==> config.mk <==
export PLATFORM = sky130hd
export DESIGN_NAME = timegen_prog
export DESIGN_NICKNAME = d
export VERILOG_FILES = /design/src/rtl/timegen_prog.sv
export SDC_FILE = /design/constraint.sdc
export NUM_CORES = 1
export LEC_CHECK = 0
export CELL_PAD_IN_SITES_DETAIL_PLACEMENT = 0
export CELL_PAD_IN_SITES_GLOBAL_PLACEMENT = 1
export CORE_MARGIN = 2
export CORE_UTILIZATION = 35
export DETAILED_ROUTE_END_ITERATION = 12
export PLACE_DENSITY = 0.73
export SETUP_SLACK_MARGIN = 0.2
export SYNTH_ARGS = -nofsm -noshare
export SYNTH_HDL_FRONTEND = slang
export SYNTH_SLANG_ARGS = --single-unit
==> constraint.sdc <==
create_clock -name CLK -period 10.3 [get_ports CLK]
set_input_delay 1.03 -clock CLK [delete_from_list [all_inputs] [get_ports CLK]]
set_output_delay 1.03 -clock CLK [all_outputs]
set_load 0.01 [all_outputs]
==> src/rtl/timegen_prog.sv <==
// Programmable display timing generator: reloadable H/V timing shadowed at the frame
// boundary, selectable sync polarity, dot enable, active-area coordinates and line/frame strobes.
module timegen_prog #(
  parameter int CW      = 12,
  parameter int H_TOTAL = 800,
  parameter int H_ADDR  = 640,
  parameter int H_SYNC  = 32,
  parameter int H_BP    = 88,
  parameter int V_TOTAL = 511,
  parameter int V_ADDR  = 480,
  parameter int V_SYNC  = 4,
  parameter int V_BP    = 16
) (
  input  logic          CLK,
  input  logic          RST,
  input  logic          CE,
  input  logic          HS_POL,
  input  logic          VS_POL,
  input  logic          CFG_LOAD,
  input  logic [4*CW-1:0] CFG_H,
  input  logic [4*CW-1:0] CFG_V,
  output logic          HSYNC,
  output logic          VSYNC,
  output logic          BLANK_N,
  output logic [CW-1:0] HPOS,
  output logic [CW-1:0] VPOS,
  output logic          LINE_START,
  output logic          FRAME_START,
  output logic          LINE_ODD,
  output logic          CFG_PEND,
  output logic          CFG_ERR
);

  localparam int SW = CW + 2;

  typedef struct packed {
    logic [CW-1:0] tot;
    logic [CW-1:0] addr;
    logic [CW-1:0] sync;
    logic [CW-1:0] bp;
  } axis_t;

  localparam axis_t H_DEF = '{tot: CW'(H_TOTAL), addr: CW'(H_ADDR), sync: CW'(H_SYNC), bp: CW'(H_BP)};
  localparam axis_t V_DEF = '{tot: CW'(V_TOTAL), addr: CW'(V_ADDR), sync: CW'(V_SYNC), bp: CW'(V_BP)};

  axis_t sh_h, sh_v, st_h, st_v;
  logic [CW-1:0] h_cnt, v_cnt;

  logic          hs_r, vs_r, blank_r, v_act_r;
  logic [CW-1:0] hpos_r, vpos_r;
  logic          line_start_r, frame_start_r, line_odd_r;
  logic          cfg_pend_r, cfg_err_r;

  // Sums are widened by two bits so a hostile staged config cannot wrap the range check.
  function automatic logic axis_ok(input axis_t a);
    logic [SW-1:0] span;
    span = SW'(a.sync) + SW'(a.bp) + SW'(a.addr);
    return (a.tot >= CW'(2)) && (a.addr != '0) && (a.sync != '0) && (span <= SW'(a.tot));
  endfunction

  logic [SW-1:0] h_act_lo, h_act_hi, v_act_lo, v_act_hi;
  logic          h_last, v_last, h_zero;
  logic          h_sync_d, v_sync_d, h_act_d, v_act_d, v_first;
  logic [CW-1:0] hpos_d, vpos_d;
  logic          apply_step, stage_ok;

  always_comb begin
    h_act_lo = SW'(sh_h.sync) + SW'(sh_h.bp);
    h_act_hi = h_act_lo + SW'(sh_h.addr);
    v_act_lo = SW'(sh_v.sync) + SW'(sh_v.bp);
    v_act_hi = v_act_lo + SW'(sh_v.addr);

    h_last = (h_cnt >= sh_h.tot - CW'(1));
    v_last = (v_cnt >= sh_v.tot - CW'(1));
    h_zero = (h_cnt == '0);

    h_sync_d = (h_cnt < sh_h.sync);
    v_sync_d = (v_cnt < sh_v.sync);
    h_act_d  = (SW'(h_cnt) >= h_act_lo) && (SW'(h_cnt) < h_act_hi);
    v_act_d  = (SW'(v_cnt) >= v_act_lo) && (SW'(v_cnt) < v_act_hi);
    v_first  = (SW'(v_cnt) == v_act_lo);

    hpos_d = h_act_d ? CW'(SW'(h_cnt) - h_act_lo) : '0;
    vpos_d = v_act_d ? CW'(SW'(v_cnt) - v_act_lo) : '0;

    apply_step = CE && h_last && v_last && cfg_pend_r;
    stage_ok   = axis_ok(st_h) && axis_ok(st_v);
  end

  // Timing counters and registered decodes; every output describes the position just consumed.
  always_ff @(posedge CLK or posedge RST) begin
    if (RST) begin
      h_cnt         <= '0;
      v_cnt         <= '0;
      hs_r          <= 1'b0;
      vs_r          <= 1'b0;
      blank_r       <= 1'b0;
      v_act_r       <= 1'b0;
      hpos_r        <= '0;
      vpos_r        <= '0;
      line_start_r  <= 1'b0;
      frame_start_r <= 1'b0;
      line_odd_r    <= 1'b0;
    end else if (CE) begin
      hs_r          <= h_sync_d;
      blank_r       <= h_act_d && (h_zero ? v_act_d : v_act_r);
      hpos_r        <= hpos_d;
      line_start_r  <= h_zero;
      frame_start_r <= h_zero && (v_cnt == '0);
      // Vertical decodes are latched only at the start of a line so they stay line-aligned.
      if (h_zero) begin
        vs_r       <= v_sync_d;
        v_act_r    <= v_act_d;
        vpos_r     <= vpos_d;
        line_odd_r <= v_act_d && !v_first && !line_odd_r;
      end
      if (h_last) begin
        h_cnt <= '0;
        v_cnt <= v_last ? '0 : v_cnt + CW'(1);
      end else begin
        h_cnt <= h_cnt + CW'(1);
      end
    end
  end

  // CFG_LOAD is a single-cycle strobe with no back-pressure: each cycle it is high, CFG_H/CFG_V
  // are captured regardless of CE, and it takes priority over an apply on the same edge.
  always_ff @(posedge CLK or posedge RST) begin
    if (RST) begin
      sh_h       <= H_DEF;
      sh_v       <= V_DEF;
      st_h       <= H_DEF;
      st_v       <= V_DEF;
      cfg_pend_r <= 1'b0;
      cfg_err_r  <= 1'b0;
    end else if (CFG_LOAD) begin
      st_h       <= axis_t'(CFG_H);
      st_v       <= axis_t'(CFG_V);
      cfg_pend_r <= 1'b1;
      cfg_err_r  <= 1'b0;
    end else if (apply_step) begin
      if (stage_ok) begin
        sh_h <= st_h;
        sh_v <= st_v;
      end else begin
        cfg_err_r <= 1'b1;
      end
      cfg_pend_r <= 1'b0;
    end
  end

  assign HSYNC       = hs_r ^ ~HS_POL;
  assign VSYNC       = vs_r ^ ~VS_POL;
  assign BLANK_N     = blank_r;
  assign HPOS        = hpos_r;
  assign VPOS        = vpos_r;
  assign LINE_START  = line_start_r;
  assign FRAME_START = frame_start_r;
  assign LINE_ODD    = line_odd_r;
  assign CFG_PEND    = cfg_pend_r;
  assign CFG_ERR     = cfg_err_r;

endmodule

== Yosys cells after proc, flatten, opt, wreduce, memory -nomap -nowiden ==
Index checks and enable logic that the tools add are counted.
Cells by class
  add/sub/neg operators: 14
  magnitude comparators: 12
  equal/unequal tests: 2
  multiplexer cells: 10
  bitwise logic cells: 5
  reductions and logical operators: 29
Operators by type and width (number)
  $add A13 B12 Y14: 4
  $add A12 B12 Y13: 4
  $mux W12: 4
  $reduce_bool A12 Y1: 4
  $le A14 B12 Y1: 2
  $lt A12 B14 Y1: 2
  $ge A12 B13 Y1: 2
  $add A12 B1 Y12 const B: 2
  $ge A12 B12 Y1: 2
  $ge A12 B2 Y1 const B: 2
  $logic_not A12 Y1: 2
  $lt A12 B12 Y1: 2
  $sub A12 B1 Y12 const B: 2
  $sub A12 B12 Y12: 2
  $logic_and A1 B1 Y1: 16
  $eq A12 B13 Y1: 1
  $mux W1: 6
  $reduce_and A2 Y1: 3
  $not A1 Y1: 3
  $reduce_and A3 Y1: 1
  $logic_not A1 Y1: 2
  $ne A2 B2 Y1 const B: 1
  $reduce_bool A2 Y1: 1
  $xor A1 B1 Y1: 2
Word-level totals
  bits in registers: 249
  word-level logic and storage cells: 101

== Longest topological paths before layout ==
  word-level depth: 8
  gate-level depth with buffers: 25

== Least setup slack after synthesis ==
Ideal clock, no wire load.
  path kind: reg2reg
  start point: register st_v[1] (netlist bit)
  end point: register sh_v[10] (netlist bit)
  arrival time: 4.762 ns
  required time: 10.175 ns
  slack: 5.413 ns
  cell stages (with the launch flop): 23
  buffers on the path: 3
  clock period less this slack: 4.887 ns
  cells stage by stage: dfrtp_1 fa_1 ha_1 inv_1 fa_1 nor2b_1 o2111ai_1 and3_1 nor2_1 a21oi_1 o21bai_1 xor2_1 ha_1 nand4_1 or4_1 a222oi_1 nand4_1 nor4_2 and3_1 buf_4 buf_12 buf_12 mux2_4
Between the ends
  cells in the longest elaborated chain, start to end: 6
RTL lines
  from (decl): RTL line 46  | axis_t sh_h, sh_v, st_h, st_v;
  from (signal assigned): RTL line 138  | st_v <= axis_t'(CFG_V);
  $add A12 B12 Y13: RTL line 57  | span = SW'(a.sync) + SW'(a.bp) + SW'(a.addr);
  $add A13 B12 Y14: RTL line 57
  $le A14 B12 Y1: RTL line 58  | return (a.tot >= CW'(2)) && (a.addr != '0) && (a.sync != '0) && (span <= SW'(a.tot));
  $logic_and A1 B1 Y1: RTL line 58
  $logic_and A1 B1 Y1: RTL line 87  | stage_ok = axis_ok(st_h) && axis_ok(st_v);
  $reduce_and A3 Y1 (no line)
  to (signal assigned): RTL line 144  | sh_v <= st_v;
  to (decl): RTL line 46
Every way passes these cells.
A chain may end at the register's enable or synchronous reset.

== Final worst setup path ==
  start point: register st_v[1] (netlist bit)
  end point: register sh_v[35] (netlist bit)
Same word-level chain as after synthesis.

==> impl_metrics.tcl <==
set metrics [dict create \
    critPathArrivalTime_ns 6.79 \
    clock-sinks 249 \
    cts_buffers 27 \
    grt_max_degree 127 \
    netlist.area_leader.share_pct 29.8 \
    synth_nets 1917 \
    pre_cts_ws_ns 4.00 \
    first_iter_violations 688 \
    holdPathStages 2 \
    r2r_cells 20 \
    multiInputGateArea_mm2 0.00993 \
    max-vdd-ir-drop_v 0.000138 \
    fmax_ghz 0.157 \
    worst_pin_slew_ns 0.980 \
    cts.path.max_buffers 3 \
    ys_warn_count 0 \
    grt_pass1_vias 12000 \
    die_h_um 224 \
    clk-insertion-delay-late_ns 0.56 \
    critical_path.max_stage_delay_ns 0.78 \
    postCtsResizedCells 0 \
    finalCritPeriodShare_pct 61.7 \
    worstPathRequired_ns 10.74 \
    min_from "VPOS[1]" \
    ys_seq_area_share_pct 37.2 \
    core_area_mm2 0.0477 \
    nets 2048 \
    endpoint_kind "flip-flop" \
    synthArstFlopShare_pct 100 \
    critical_path.startpoint "st_v[1]" \
    area_delta_synth_final_pct 16.7 \
    synth_top_cell_by_area "dfrtp_1" \
    cts_htree_levels 1 \
    cts_hold_buffers 0 \
    synthDistinctLibCells 67 \
    finClkSkew_ns 0.0151 \
    die_width_um 224 \
    crit_cells 20 \
    leakagePower_nw 8.80 \
    ys.flop_type "dfrtp_1" \
    synth_area_per_cell_um2 10.6 \
    avgViaCountPerCell 5.15 \
    status "complete, no violations" \
    post_cts_buffers 0 \
    rsz0062_at_grt "no" \
    register_area_mm2 0.00629 \
    worst_slack_ns 3.95 \
    globalRouteOverflowTotal 0 \
    finalCriticalPeriod_ns 6.35 \
    slew_headroom_pct 34.6 \
    path_cells "fa_1 > ha_1 > inv_1 > fa_1 > nor2b_1 > o2111ai_1 > and3_1 > nor2_1 > a21oi_1 > o21bai_1 > xor2_1 > ha_1 > nand4_1 > or4_1 > a222oi_1 > nand4_1 > nor4_2 > and3_4 > buf_4 > mux2_2" \
    tritoncts "built" \
    ys_ff_latch 249 \
    start_util_pct 35.4 \
    ant_nets 0 \
    drc_errors 0 \
    routed_wl_mm 43.2 \
    io_buffers 133 \
    crit_type "reg2reg" \
    netlist_area_mm2 0.0169 \
    drive_gt1_share_pct 15.8 \
    dp_hpwl_mm 33.6 \
    cts-root-buf "clkbuf_16" \
    place_congestion 0.887 \
    vias 12100 \
    cap_violations 0 \
    ios 134 \
    worstPathBufferInverterCount 2 \
    setup_viol 0 \
    slowest_stage "buf_4" \
    synth_edf_count 0 \
    num_rows 80 \
    worstReg2RegStart "st_v[1]" \
    critical_path_peak_fanout 49 \
    antenna_found_initial 0 \
    clk_pin_slew_ns 0.06 \
    fill_cells 4541 \
    post_drt_wl_per_cell_um 18.3 \
    crit_family "simple AND/OR/NAND/NOR gates" \
    powerDensity_mw_per_mm2 235 \
    grt_pass1_wl_mm 68.8 \
    syn_inst 1588 \
    finalSetupTns_ns 0 \
    synthTopCellsByArea "dfrtp_1 30%, ha_1 14%, mux2_2 8.8%, dfstp_2 7.5%, fa_1 3.8%" \
    report.final.slew_viol_count 0 \
    worstHoldPathType "reg2reg" \
    diodes 0 \
    hold_violations 0 \
    first_pass_iters 5 \
    dieArea_mm2 0.0501 \
    cp-start-kind "flip-flop" \
    track_usage_pct 17.4 \
]
## final timing paths
check / to / slack, ns
worst max-delay path: sh_v[35] / 3.95
worst min-delay path: VPOS[1] / 0.47
worst max register to register: sh_v[35] / 3.95
worst min register to register: VPOS[1] / 0.47
max in group asynchronous: hs_r / 7.76
min in group asynchronous: st_v[28] / 1.04
## sequential cells by signal, summed over array words and instances (netlist names)
signal       cells
h_cnt           12
st_h            48
CFG_ERR          1
sh_h            48
CFG_PEND         1
LINE_ODD         1
LINE_START       1
VPOS            12
sh_v            48
HPOS            12
FRAME_START      1
hs_r             1
v_act_r          1
BLANK_N          1
v_cnt           12
st_v            48
vs_r             1
## cell usage after synthesis, drive strengths merged, types with 32 or more instances
master	n
nand2	97
nor2	79
a21oi	72
inv	121
fa	32
dfstp	48
xnor2	57
dfrtp	201
ha	195
xor2	47
mux2	170
o21ai	85
nor3	33
## layer usage
| layer | global-route usage, % | share of wire [%] |
|---|---|---|
| met5 | 0 | 0 |
| met4 | 3.57 | 1.5 |
| met3 | 2.10 | 3.4 |
| met2 | 26.6 | 44 |
| met1 | 26.3 | 51 |
## metrics by stage
step / area (um2) / util (%) / hold slack, ns / total power [W] / cells
after detailed placement: 18800 / 39.4 / 0.470 / 0.00364 / 2305
after global placement: 18800 / 39.4 / 0.465 / 0.00358 / 2305
final: 19700 / 41.3 / 0.474 / 0.00463 / 2354
after floorplan: 16900 / - / 0.450 / 0.00299 / 1588
after global routing: 19700 / 41.3 / 0.508 / 0.00502 / 2354
after CTS: 19700 / 41.3 / 0.483 / 0.00468 / 2354
## power breakdown
part           switching, W  internal [W]  leakage, nW  total (W)
sequential         0.000211       0.00116         3.10    0.00137
combinational       0.00120       0.00105         5.26    0.00224
clock              0.000395      0.000619        0.443    0.00101
total               0.00181       0.00282         8.80    0.00463
## tightest hold or removal path, stage by stage (launching register included)
cell	delay, ns
dfrtp_1	0.34
nand2_1	0.05
o31ai_1	0.05
## cells by family after synthesis
family,Yosys count,synth area share (%)
compound gates,314,12.1
xor+xnor,104,5.39
fa+ha+maj,227,18.2
buf+inv,157,4.10
flops,249,37.2
mux,173,12.3
simple gates,364,10.6
## cell type report
cell class | instances | share of cell area (%)
Clock buffer | 44 | 4.00
Timing Repair Buffer | 138 | 6.93
Clock inverter | 5 | 0.634
Multi-Input combinational cell | 1182 | 50.3
Tap cell | 615 | 3.90
Sequential cell | 249 | 31.9
Inverter | 121 | 2.34
## placed cells by master (no fill, tap or decap), types with 5 or more instances in the layout
cell type	n
o21ai_0	82
and3_1	10
dfstp_2	48
nor4_1	26
a211oi_1	10
o21bai_1	12
a31oi_1	7
a21o_1	27
o41ai_1	8
xnor2_1	57
clkdlybuf4s50_1	132
mux2_4	38
o21a_1	18
xor2_1	47
clkbuf_8	5
fa_1	32
or3_1	5
buf_4	6
clkbuf_1	12
and4_1	5
ha_1	195
or2_2	6
nand3_1	29
o211ai_1	6
nor3_1	33
nor2_1	79
dfrtp_1	201
inv_1	120
o31ai_1	13
nand2b_1	14
o2111ai_1	5
mux2_2	132
nand2_1	97
nor2b_1	23
nand4_1	24
a21oi_1	71
o2bb2ai_1	12
clkbuf_16	27
Power figures use the tool's default switching activity.
